File: src/rtl/risc_wb_pkg.sv
// Shared encodings, FSM states and the default-width writeback entry for the RISC writeback stage.
// Imported by the stage, its load aligner and its interface users.
package risc_wb_pkg;

  localparam int WB_DATA_W = 32;
  localparam int WB_ADDR_W = 5;

  // Bus D source select (MD field)
  localparam logic [1:0] MD_ALU  = 2'd0;
  localparam logic [1:0] MD_MEM  = 2'd1;
  localparam logic [1:0] MD_SLT  = 2'd2;
  localparam logic [1:0] MD_HOLD = 2'd3;

  // Load size; 2'd3 also decodes as a word
  localparam logic [1:0] LD_BYTE = 2'd0;
  localparam logic [1:0] LD_HALF = 2'd1;
  localparam logic [1:0] LD_WORD = 2'd2;

  typedef enum logic [1:0] {
    EMPTY = 2'd0,
    ONE   = 2'd1,
    TWO   = 2'd2
  } wb_state_e;

  // Default-width entry layout; the stage re-declares it at its own parameter widths.
  typedef struct packed {
    logic                 rw;
    logic [WB_ADDR_W-1:0] da;
    logic [WB_DATA_W-1:0] bus_d;
  } wb_entry_t;

endpackage

File: src/rtl/risc_wb_if.sv
// EX->WB handshake plus register-file write port of the writeback stage.
// Optional ID-stage bypass outputs exist only when RISC_WB_FWD_EN is defined.
interface risc_wb_if #(
  parameter int DATA_W = 32,
  parameter int ADDR_W = 5
);
  logic              ex_valid;
  logic              ex_ready;
  logic              ex_rw;
  logic [ADDR_W-1:0] ex_da;
  logic [1:0]        ex_md;
  logic [DATA_W-1:0] ex_f;
  logic              ex_n_xor_v;
  logic [DATA_W-1:0] mem_data;
  logic [1:0]        ex_ld_size;
  logic              ex_ld_signed;
  logic [1:0]        ex_addr_lo;
  logic              rf_stall;
  logic              wb_valid;
  logic              wb_rw;
  logic [ADDR_W-1:0] wb_da;
  logic [DATA_W-1:0] wb_bus_d;
  logic [31:0]       wb_retired;
`ifdef RISC_WB_FWD_EN
  logic              fwd_valid;
  logic [ADDR_W-1:0] fwd_da;
  logic [DATA_W-1:0] fwd_data;
`endif

  modport master (
    output ex_valid, ex_rw, ex_da, ex_md, ex_f, ex_n_xor_v, mem_data,
           ex_ld_size, ex_ld_signed, ex_addr_lo, rf_stall,
    input  ex_ready, wb_valid, wb_rw, wb_da, wb_bus_d, wb_retired
`ifdef RISC_WB_FWD_EN
    , input fwd_valid, fwd_da, fwd_data
`endif
  );

  modport slave (
    input  ex_valid, ex_rw, ex_da, ex_md, ex_f, ex_n_xor_v, mem_data,
           ex_ld_size, ex_ld_signed, ex_addr_lo, rf_stall,
    output ex_ready, wb_valid, wb_rw, wb_da, wb_bus_d, wb_retired
`ifdef RISC_WB_FWD_EN
    , output fwd_valid, fwd_da, fwd_data
`endif
  );

endinterface

File: src/rtl/risc_wb_load_align.sv
// Load aligner: picks the little-endian byte/half lane and sign/zero extends; words pass through.
// Purely combinational, no state, no handshake.
module risc_wb_load_align
  import risc_wb_pkg::*;
#(
  parameter int DATA_W = 32
) (
  input  logic [DATA_W-1:0] mem_data,
  input  logic [1:0]        size,
  input  logic              ld_signed,
  input  logic [1:0]        addr_lo,
  output logic [DATA_W-1:0] data
);

  logic [7:0]  byte_v;
  logic [15:0] half_v;

  always_comb begin
    byte_v = mem_data[{addr_lo, 3'b000} +: 8];
    half_v = mem_data[{addr_lo[1], 4'b0000} +: 16];
    case (size)
      LD_BYTE: data = {{(DATA_W-8){ld_signed & byte_v[7]}}, byte_v};
      LD_HALF: data = {{(DATA_W-16){ld_signed & half_v[15]}}, half_v};
      default: data = mem_data;
    endcase
  end

endmodule

File: src/rtl/risc_wb_stage.sv
// Writeback stage: computes Bus D at accept, 2-entry skid FIFO, R0 write suppression, retire count.
// Latency 1 edge to wb_valid; ex_ready registered (low only when full), stable outputs under rf_stall; RISC_WB_FWD_EN adds bypass outputs.
module risc_wb_stage
  import risc_wb_pkg::*;
#(
  parameter int DATA_W  = 32,
  parameter int ADDR_W  = 5,
  parameter int R0_ZERO = 1
) (
  input logic     clk,
  input logic     reset,
  risc_wb_if.slave bus
);

  typedef struct packed {
    logic              rw;
    logic [ADDR_W-1:0] da;
    logic [DATA_W-1:0] bus_d;
  } entry_t;

  wb_state_e         state;
  entry_t            out_q;
  entry_t            skid_q;
  entry_t            in_e;
  logic [DATA_W-1:0] last_d;
  logic [DATA_W-1:0] aligned;
  logic [DATA_W-1:0] bus_d_new;
  logic [31:0]       retired_q;
  logic              ex_ready_q;
  logic              accept;
  logic              consume;
  logic              wb_valid;
  logic              wb_rw;
  logic              r0_hit;

  risc_wb_load_align #(.DATA_W(DATA_W)) u_align (
    .mem_data  (bus.mem_data),
    .size      (bus.ex_ld_size),
    .ld_signed (bus.ex_ld_signed),
    .addr_lo   (bus.ex_addr_lo),
    .data      (aligned)
  );

  always_comb begin
    bus_d_new = bus.ex_f;
    case (bus.ex_md)
      MD_MEM:  bus_d_new = aligned;
      MD_SLT:  bus_d_new = {{(DATA_W-1){1'b0}}, bus.ex_n_xor_v};
      MD_HOLD: bus_d_new = last_d;
      default: bus_d_new = bus.ex_f;
    endcase
  end

  assign in_e     = '{rw: bus.ex_rw, da: bus.ex_da, bus_d: bus_d_new};
  assign wb_valid = (state != EMPTY);
  assign accept   = bus.ex_valid && ex_ready_q;
  assign consume  = wb_valid && !bus.rf_stall;

  // ex_ready_q tracks (next state != TWO) so it never depends on rf_stall combinationally
  always_ff @(posedge clk or negedge reset) begin
    if (!reset) begin
      state      <= EMPTY;
      out_q      <= '0;
      skid_q     <= '0;
      last_d     <= '0;
      retired_q  <= '0;
      ex_ready_q <= 1'b1;
    end else begin
      if (accept) last_d <= bus_d_new;
      if (consume && (retired_q != 32'hFFFF_FFFF)) retired_q <= retired_q + 32'd1;
      case (state)
        EMPTY: begin
          if (accept) begin
            out_q <= in_e;
            state <= ONE;
          end
        end
        ONE: begin
          if (accept && !consume) begin
            skid_q     <= in_e;
            state      <= TWO;
            ex_ready_q <= 1'b0;
          end else if (consume && !accept) begin
            state <= EMPTY;
          end else if (accept && consume) begin
            out_q <= in_e;
          end
        end
        TWO: begin
          if (consume) begin
            out_q      <= skid_q;
            state      <= ONE;
            ex_ready_q <= 1'b1;
          end
        end
        default: begin
          state      <= EMPTY;
          ex_ready_q <= 1'b1;
        end
      endcase
    end
  end

  assign r0_hit = (R0_ZERO != 0) && (out_q.da == '0);
  assign wb_rw  = wb_valid && out_q.rw && !r0_hit;

  assign bus.ex_ready   = ex_ready_q;
  assign bus.wb_valid   = wb_valid;
  assign bus.wb_rw      = wb_rw;
  assign bus.wb_da      = out_q.da;
  assign bus.wb_bus_d   = out_q.bus_d;
  assign bus.wb_retired = retired_q;

`ifdef RISC_WB_FWD_EN
  assign bus.fwd_valid = wb_rw;
  assign bus.fwd_da    = out_q.da;
  assign bus.fwd_data  = out_q.bus_d;
`endif

endmodule
File: src/flat_wrapper.sv
// flat-port wrapper written by rule: the top's interface ports become plain ports
module risc_wb_stage_flat import risc_wb_pkg::*;
#(
  parameter int DATA_W  = 32,
  parameter int ADDR_W  = 5,
  parameter int R0_ZERO = 1
)
  (clk, reset, bus_ex_valid, bus_ex_rw, bus_ex_da, bus_ex_md, bus_ex_f, bus_ex_n_xor_v, bus_mem_data, bus_ex_ld_size, bus_ex_ld_signed, bus_ex_addr_lo, bus_rf_stall, bus_ex_ready, bus_wb_valid, bus_wb_rw, bus_wb_da, bus_wb_bus_d, bus_wb_retired);
  risc_wb_if #(.DATA_W(DATA_W), .ADDR_W(ADDR_W)) bus_i ();
  input logic clk;
  input logic reset;
  input wire logic [$bits(bus_i.ex_valid)-1:0] bus_ex_valid;
  input wire logic [$bits(bus_i.ex_rw)-1:0] bus_ex_rw;
  input wire logic [$bits(bus_i.ex_da)-1:0] bus_ex_da;
  input wire logic [$bits(bus_i.ex_md)-1:0] bus_ex_md;
  input wire logic [$bits(bus_i.ex_f)-1:0] bus_ex_f;
  input wire logic [$bits(bus_i.ex_n_xor_v)-1:0] bus_ex_n_xor_v;
  input wire logic [$bits(bus_i.mem_data)-1:0] bus_mem_data;
  input wire logic [$bits(bus_i.ex_ld_size)-1:0] bus_ex_ld_size;
  input wire logic [$bits(bus_i.ex_ld_signed)-1:0] bus_ex_ld_signed;
  input wire logic [$bits(bus_i.ex_addr_lo)-1:0] bus_ex_addr_lo;
  input wire logic [$bits(bus_i.rf_stall)-1:0] bus_rf_stall;
  output wire logic [$bits(bus_i.ex_ready)-1:0] bus_ex_ready;
  output wire logic [$bits(bus_i.wb_valid)-1:0] bus_wb_valid;
  output wire logic [$bits(bus_i.wb_rw)-1:0] bus_wb_rw;
  output wire logic [$bits(bus_i.wb_da)-1:0] bus_wb_da;
  output wire logic [$bits(bus_i.wb_bus_d)-1:0] bus_wb_bus_d;
  output wire logic [$bits(bus_i.wb_retired)-1:0] bus_wb_retired;
  assign bus_i.ex_valid = bus_ex_valid;
  assign bus_i.ex_rw = bus_ex_rw;
  assign bus_i.ex_da = bus_ex_da;
  assign bus_i.ex_md = bus_ex_md;
  assign bus_i.ex_f = bus_ex_f;
  assign bus_i.ex_n_xor_v = bus_ex_n_xor_v;
  assign bus_i.mem_data = bus_mem_data;
  assign bus_i.ex_ld_size = bus_ex_ld_size;
  assign bus_i.ex_ld_signed = bus_ex_ld_signed;
  assign bus_i.ex_addr_lo = bus_ex_addr_lo;
  assign bus_i.rf_stall = bus_rf_stall;
  assign bus_ex_ready = bus_i.ex_ready;
  assign bus_wb_valid = bus_i.wb_valid;
  assign bus_wb_rw = bus_i.wb_rw;
  assign bus_wb_da = bus_i.wb_da;
  assign bus_wb_bus_d = bus_i.wb_bus_d;
  assign bus_wb_retired = bus_i.wb_retired;
  risc_wb_stage #(.DATA_W(DATA_W), .ADDR_W(ADDR_W), .R0_ZERO(R0_ZERO)) u_core (.clk(clk), .reset(reset), .bus(bus_i));
endmodule
File: config.mk
export PLATFORM = sky130hd
export DESIGN_NAME = risc_wb_stage_flat
export DESIGN_NICKNAME = d
export VERILOG_FILES = /design/src/rtl/risc_wb_pkg.sv /design/src/rtl/risc_wb_if.sv /design/src/rtl/risc_wb_load_align.sv /design/src/rtl/risc_wb_stage.sv /design/src/flat_wrapper.sv
export SDC_FILE = /design/constraint.sdc
export NUM_CORES = 1
export LEC_CHECK = 0
export CORE_MARGIN = 2
export CORE_UTILIZATION = 40
export CTS_CLUSTER_SIZE = 10
export DETAILED_ROUTE_END_ITERATION = 6
export PLACE_DENSITY = 0.77
export SYNTH_ARGS = -nofsm -noshare
export SYNTH_HDL_FRONTEND = slang
export SYNTH_SLANG_ARGS = --single-unit
File: constraint.sdc
create_clock -name clk -period 1.9 [get_ports clk]
set_clock_uncertainty 0.15 [all_clocks]
set_input_delay 0.19 -clock clk [delete_from_list [all_inputs] [get_ports clk]]
set_output_delay 0.19 -clock clk [all_outputs]
set_load 0.05 [all_outputs]
==> qor.txt, run 1 <==
status: complete, but fails checks
failing checks: negative setup slack
H-tree depth: 4
worst r2r src: u_core.bus.ex_ready
CTS root buffer: clkbuf_16
ratio of cells with drive above 1 in the final layout: 34.1%
antenna-violating nets left: 0
Most used DFF post-synth: dfrtp_1
WP data required: 1.56 ns
CTS Sinks: 143
WP data arrival: 1.67 ns
Starting DRT DRC Count: 579
final setup violation count: 11
PortBufs: 153
routability cong.: 0.913
area post-placement: 9840 sq um
CP max-delay cell: dfrtp_1
DR WL met3: 1940 microns
top layer in use: met4
Skew-Pair Late Insertion Delay: 0.43 ns
synth top area cells: dfrtp_1 47%, nand2_1 5.3%, mux2_2 4.2%
IO Pins: 154
# DRC: 0
register bit total from synthesis: 143
minimum clock period: 2.01 ns
Slew @ Worst Pin: 0.514 ns
total track usage: 23.2%
maximum buffer depth of the clock tree: 2
cells after synthesis: 812
via count: 7230
Synth Area per Inst: 9.23 sq um
r2r setup slk: -0.09 ns
Ys Warns: 0
worst-path fanout max: 3
die area: 19900 sq um
asr flop ratio synth: 100%
Routed WL: 24000 microns
largest area contributor in the netlist: dfrtp_1
CTS buffer count: 17
f_max: 497 MHz
crit path launch type: register
Cell Chain, Critical Path: or3_4 > o311a_1 > buf_6
RSZ-0062 raised after global routing: true
largest net degree at the start of global routing: 46
crit end category: primary output
mapped cell area: 7500 sq um
Worst R2R Path Depth: 6
reg2reg end: u_core.bus.wb_bus_d[8]
Power Density: 661 nW/um^2
Die Y: 141 microns
Final Slew Violations: 0
net count reported at finish: 1119
Initial Util: 40.5%
vias in the first global route: 7003
Post-synth EDFFs: 0
clock-pin transition on the worst setup and hold timing paths: 0.06 ns
maximum VDD drop: 0.000661 V
initial antenna violation count: 2
# rows: 50
LEAKAGE: 5.02 nW
commonest non-fill, non-tap cells in the layout: 164 x buf_4, 113 x dfrtp_1, 103 x nand2_1
hold slack final: 0.129 ns
average wire per standard cell: 18.6 microns
Design Area, Final: 11000 sq um
commonest non-fill, non-tap cell in the layout: buf_4
top cell type's share of synthesized area: 47.4%
Placeable Area: 18500 sq um
number of library cell types mapped by synthesis: 62
via/cell ratio: 5.63
hpwl dp: 16700 microns
worst setup path category: reg2out
gr ovfl total: 0
P&R area growth vs syn: 46.6%
DRT Pass-1 Iters: 5
hold crit path type: in2async
max-cap violations: 0
register area share after synthesis: 47.7%
die width: 141 microns
M1 WL: 9710 microns
final worst setup slack: -0.114 ns
metal2 WL: 11500 microns
net count after synthesis: 895
total negative slack: -0.595 ns
first-pass GRT wire length: 36200 microns
Final Hold Fails: 0
CP peak stage delay: 0.39 ns
CTS tree: yes
dpl ws: -0.471 ns
Tcrit/Tclk final: 106%
Slew HR: 65.9%
state kept, by name, summed over array words and instances, names as in the netlist:
register               flops
u_core.last_d             32
u_core.bus.ex_ready        1
u_core.bus.wb_retired     32
u_core.skid_q             38
u_core.bus.wb_da           5
u_core.state               2
u_core.bus.wb_bus_d       32
u_core.out_q               1
synth_stat cells (all sizes together), types with 4 or more instances:
library cell  count
or3               9
a21oi            48
nand2           107
clkbuf           31
buf              59
a31oi            24
nand4            10
a311oi            4
a21o              7
xnor2            19
nand3            12
a41oi             9
dfrtp           142
nand2b            4
a221oi           12
and2              6
xor2              9
a22oi            13
nor2b             8
mux2             29
a22o             12
o21ai            77
nor2             73
and4              5
nor3             26
inv              15
and3              8
a221o             8
critical path: cells and delay by family, from the launching register on:
| family | cells | cell delay (ns) |
|---|---|---|
| AO/OA/AOI/OAI | 1 | 0.31 |
| buffers and inverters | 1 | 0.16 |
| flip-flops | 1 | 0.39 |
| AND/OR/NAND/NOR | 1 | 0.39 |
worst max-delay path by stage:
stage,startpoint,endpoint,slack (ns)
2_1_floorplan,u_core.bus.wb_retired[20],u_core.bus.wb_retired[31],-0.23
4_1_cts,u_core.bus.wb_da[3],bus_wb_rw,-0.12
6_report,u_core.bus.wb_da[3],bus_wb_rw,-0.11
3_5_place_dp,bus_ex_addr_lo[1],u_core.skid_q[4],-0.47
5_1_grt,u_core.bus.wb_retired[1],u_core.bus.wb_retired[26],-0.17
3_3_place_gp,bus_ex_addr_lo[1],u_core.skid_q[3],-0.42
area by class of cell:
type	count	area [sq um]
Multi-Input combinational cell	564	3710
Tap cell	234	293
Clock buffer	18	429
Sequential cell	143	3620
Antenna cell	2	5.00
Timing Repair Buffer	295	2700
Inverter	15	56.3
Fill cell	1480	7520
Clock inverter	14	181
per-layer routing:
metal | up-vias | global-route usage [%]
li1 | 3324 | -
met1 | 3513 | 29.2
met2 | 333 | 37.2
met3 | 60 | 6.25
met4 | 0 | 11.1
met5 | - | 0
where the power goes:
part	internal [mW]	total (mW)	switching, mW
Sequential	3.05	3.06	0.00557
Combinational	0.360	0.746	0.386
Clock	2.09	3.47	1.39
cells by family after synthesis:
family                     count (synthesis)  synth area share, %
and+or+nand+nor                          277                 17.4
xor gates and xnor gates                  28                 3.27
adders and majority gates                  1                0.167
muxes                                     31                 4.62
DFF                                      143                 47.7
buffers and inverters                    105                 7.46
AOI/OAI and AO/OA                        227                 19.4
stage by stage:
step | utilization (%) | power [mW] | std cells
after floorplan | - | 3.36 | 812
after global placement | 53.1 | 3.80 | 1234
after detailed placement | 53.1 | 3.81 | 1234
after CTS | 56.8 | 7.26 | 1274
after global routing | 59.4 | 7.51 | 1285
final | 59.4 | 7.27 | 1285
timing repair:
action / CTS / global route
hold buffers: 1 / 0
buffers inserted: 7 / 5
resized for setup: 26 / 86
endpoints found under the setup margin: 85 / 102
cloned: 0 / 5
pin swaps: 6 / 16
hold endpoints to repair: 142 / 0
(Power assumes the default switching activity.)
==> run 2: changes to the inputs <==
CORE_ASPECT_RATIO = 0.6   (was default)
==> run 2 against run 1 <==
Compared with the run above:
- the flow still finishes with violations (negative setup slack)
- clock power fell by 3%
- first-iteration DRC count grew 37%
- wire length increased by 6.3%
- via count up 1.5%
- clock-buffer cell count is 1 lower
- combinational power is 3% higher
- non-clock buffer count rose by 18
- cell count increased by 1.6%
- core utilization up 1.7 points
- largest power group unchanged
==> qor.txt, run 2 (synthesis gave the netlist of run 1 again) <==
Final Hold Fails: 0 (unchanged)
via/cell ratio: 5.62 (about the same)
total negative slack: -1.11 ns (-0.512 ns)
status: complete, but fails checks
Power Density: 646 nW/um^2 (-2.4%)
total track usage: 24.2% (+1.1 points)
crit end category: register
hold crit path type: in2async
IO Pins: 154 (unchanged)
average wire per standard cell: 19.5 microns (+4.6%)
Tcrit/Tclk final: 108% (+1.8 points)
die width: 181 microns (+28%)
crit path launch type: register
CTS Sinks: 143 (unchanged)
Placeable Area: 18200 sq um (-1.7%)
commonest non-fill, non-tap cell in the layout: buf_4
net count reported at finish: 1137 (+1.6%)
failing checks: negative setup slack
WP data required: 2.03 ns (+0.47 ns)
f_max: 488 MHz (-1.7%)
worst-path fanout max: 5 (+2)
die area: 19900 sq um (+0.18%)
# DRC: 0 (unchanged)
final antenna diode count: 0 (-2)
hpwl dp: 17800 microns (+6.6%)
P&R area growth vs syn: 48.3%
minimum clock period: 2.05 ns (+0.0345 ns)
Final Slew Violations: 0 (unchanged)
Die Y: 110 microns (-22%)
commonest non-fill, non-tap cells in the layout: 180 x buf_4, 114 x dfrtp_1, 101 x nand2_1
vias in the first global route: 6793 (-3.0%)
maximum buffer depth of the clock tree: 2 (unchanged)
LEAKAGE: 5.14 nW (+2.4%)
clock-pin transition on the worst setup and hold timing paths: 0.06 ns (about the same)
CTS buffer count: 17 (unchanged)
H-tree depth: 4 (unchanged)
antenna-violating nets left: 0 (unchanged)
PortBufs: 153 (unchanged)
initial antenna violation count: 0 (-2)
maximum VDD drop: 0.000677 V (+2.4%)
routability cong.: 0.940 (+2.9%)
Most flops, register: u_core.skid_q
final worst setup slack: -0.148 ns (-0.0345 ns)
gr ovfl total: 0 (unchanged)
worst setup path category: reg2reg
Slew HR: 66.2% (+0.29 points)
RSZ-0062 raised after global routing: true
via count: 7341 (+1.5%)
max FFs per register: 38 (unchanged)
area post-placement: 10000 sq um (+1.6%)
max-cap violations: 0 (unchanged)
CTS root buffer: clkbuf_16
Routed WL: 25500 microns (+6.3%)
Slew @ Worst Pin: 0.501 ns (-0.0127 ns)
WP data arrival: 2.18 ns (+0.51 ns)
Design Area, Final: 11100 sq um (+1.2%)
first-pass GRT wire length: 37600 microns (+3.9%)
# rows: 38 (-24%)
Skew-Pair Late Insertion Delay: 0.42 ns (about the same)
ratio of cells with drive above 1 in the final layout: 33.5% (-0.64 points)
Starting DRT DRC Count: 794 (+37%)
DRT Pass-1 Iters: 5 (unchanged)
final setup violation count: 19 (+8)
CTS tree: yes
Initial Util: 41.2% (+0.68 points)
largest net degree at the start of global routing: 46 (unchanged)
-- run 2: stage by stage --
stage | power, mW | worst slack [ns] | instances | hold slack, ns | util (%)
2_1_floorplan | 3.36 | -0.226 | 812 | -0.256 | -
3_3_place_gp | 3.83 | -0.419 | 1253 | 0.00627 | 54.9
3_5_place_dp | 3.83 | -0.533 | 1253 | 0.0146 | 54.9
4_1_cts | 7.20 | -0.119 | 1294 | 0.137 | 59.0
5_1_grt | 7.41 | -0.214 | 1306 | 0.174 | 61.1
6_report | 7.18 | -0.148 | 1306 | 0.125 | 61.1
-- run 2: worst max-delay path, cell delays in order (launching register included) --
cell       delay (ns)
dfrtp_2          0.41
ha_4             0.15
nand4_1          0.18
or3_4            0.40
o2111ai_4        0.34
nor3_1           0.12
xor2_1           0.17
-- run 2: cell type report --
class / instances / area, sq um
Inverter: 15 / 56.3
Clock inverter: 14 / 159
Multi-Input combinational cell: 564 / 3680
Timing Repair Buffer: 313 / 2890
Sequential cell: 143 / 3620
Fill cell: 1487 / 7090
Clock buffer: 17 / 425
Tap cell: 240 / 300
-- run 2: final timing paths --
kind / start / end / slack [ns] / depth (start not counted)
max: u_core.bus.wb_retired[1] / u_core.bus.wb_retired[29] / -0.15 / 6
min: reset / u_core.skid_q[34] / 0.12 / 2
max reg2reg: u_core.bus.wb_retired[1] / u_core.bus.wb_retired[29] / -0.15 / 6
min reg2reg: u_core.bus.wb_bus_d[27] / u_core.bus.wb_bus_d[27] / 0.33 / 2
max in group asynchronous: reset / u_core.last_d[31] / 0.80 / 3
min in group clk: bus_ex_da[1] / u_core.bus.wb_da[1] / 0.22 / 3
-- run 2: timing repair --
item                       4_1_cts  5_1_grt
gates cloned                     0        3
pin swaps                        6       23
hold endpoints to repair       124        0
setup buffers                    9        9
setup endpoints to repair       65      113
hold buffers                     1        0
resized for setup               40       54
-- run 2: per-layer routing --
metal  wire length, microns  share of wire (%)  track usage, %  vias to the layer above
met5                      0                  0               0                        -
met4                    308                1.2            5.47                        0
met3                   2250                8.8            5.09                       29
met2                  11100                 44            35.5                      387
met1                  11800                 46            36.7                     3568
li1                       -                  -               -                     3357
-- run 2: where the power goes --
group	internal [mW]	switching, mW
sequential	3.05	0.00564
clock	1.95	1.41
combinational	0.372	0.393
==> run 3: changes to the inputs <==
HOLD_SLACK_MARGIN = 0.05   (was default)
==> results of run 3 <==
Same layout as run 2: the final DEF is identical, and so are final timing and power.
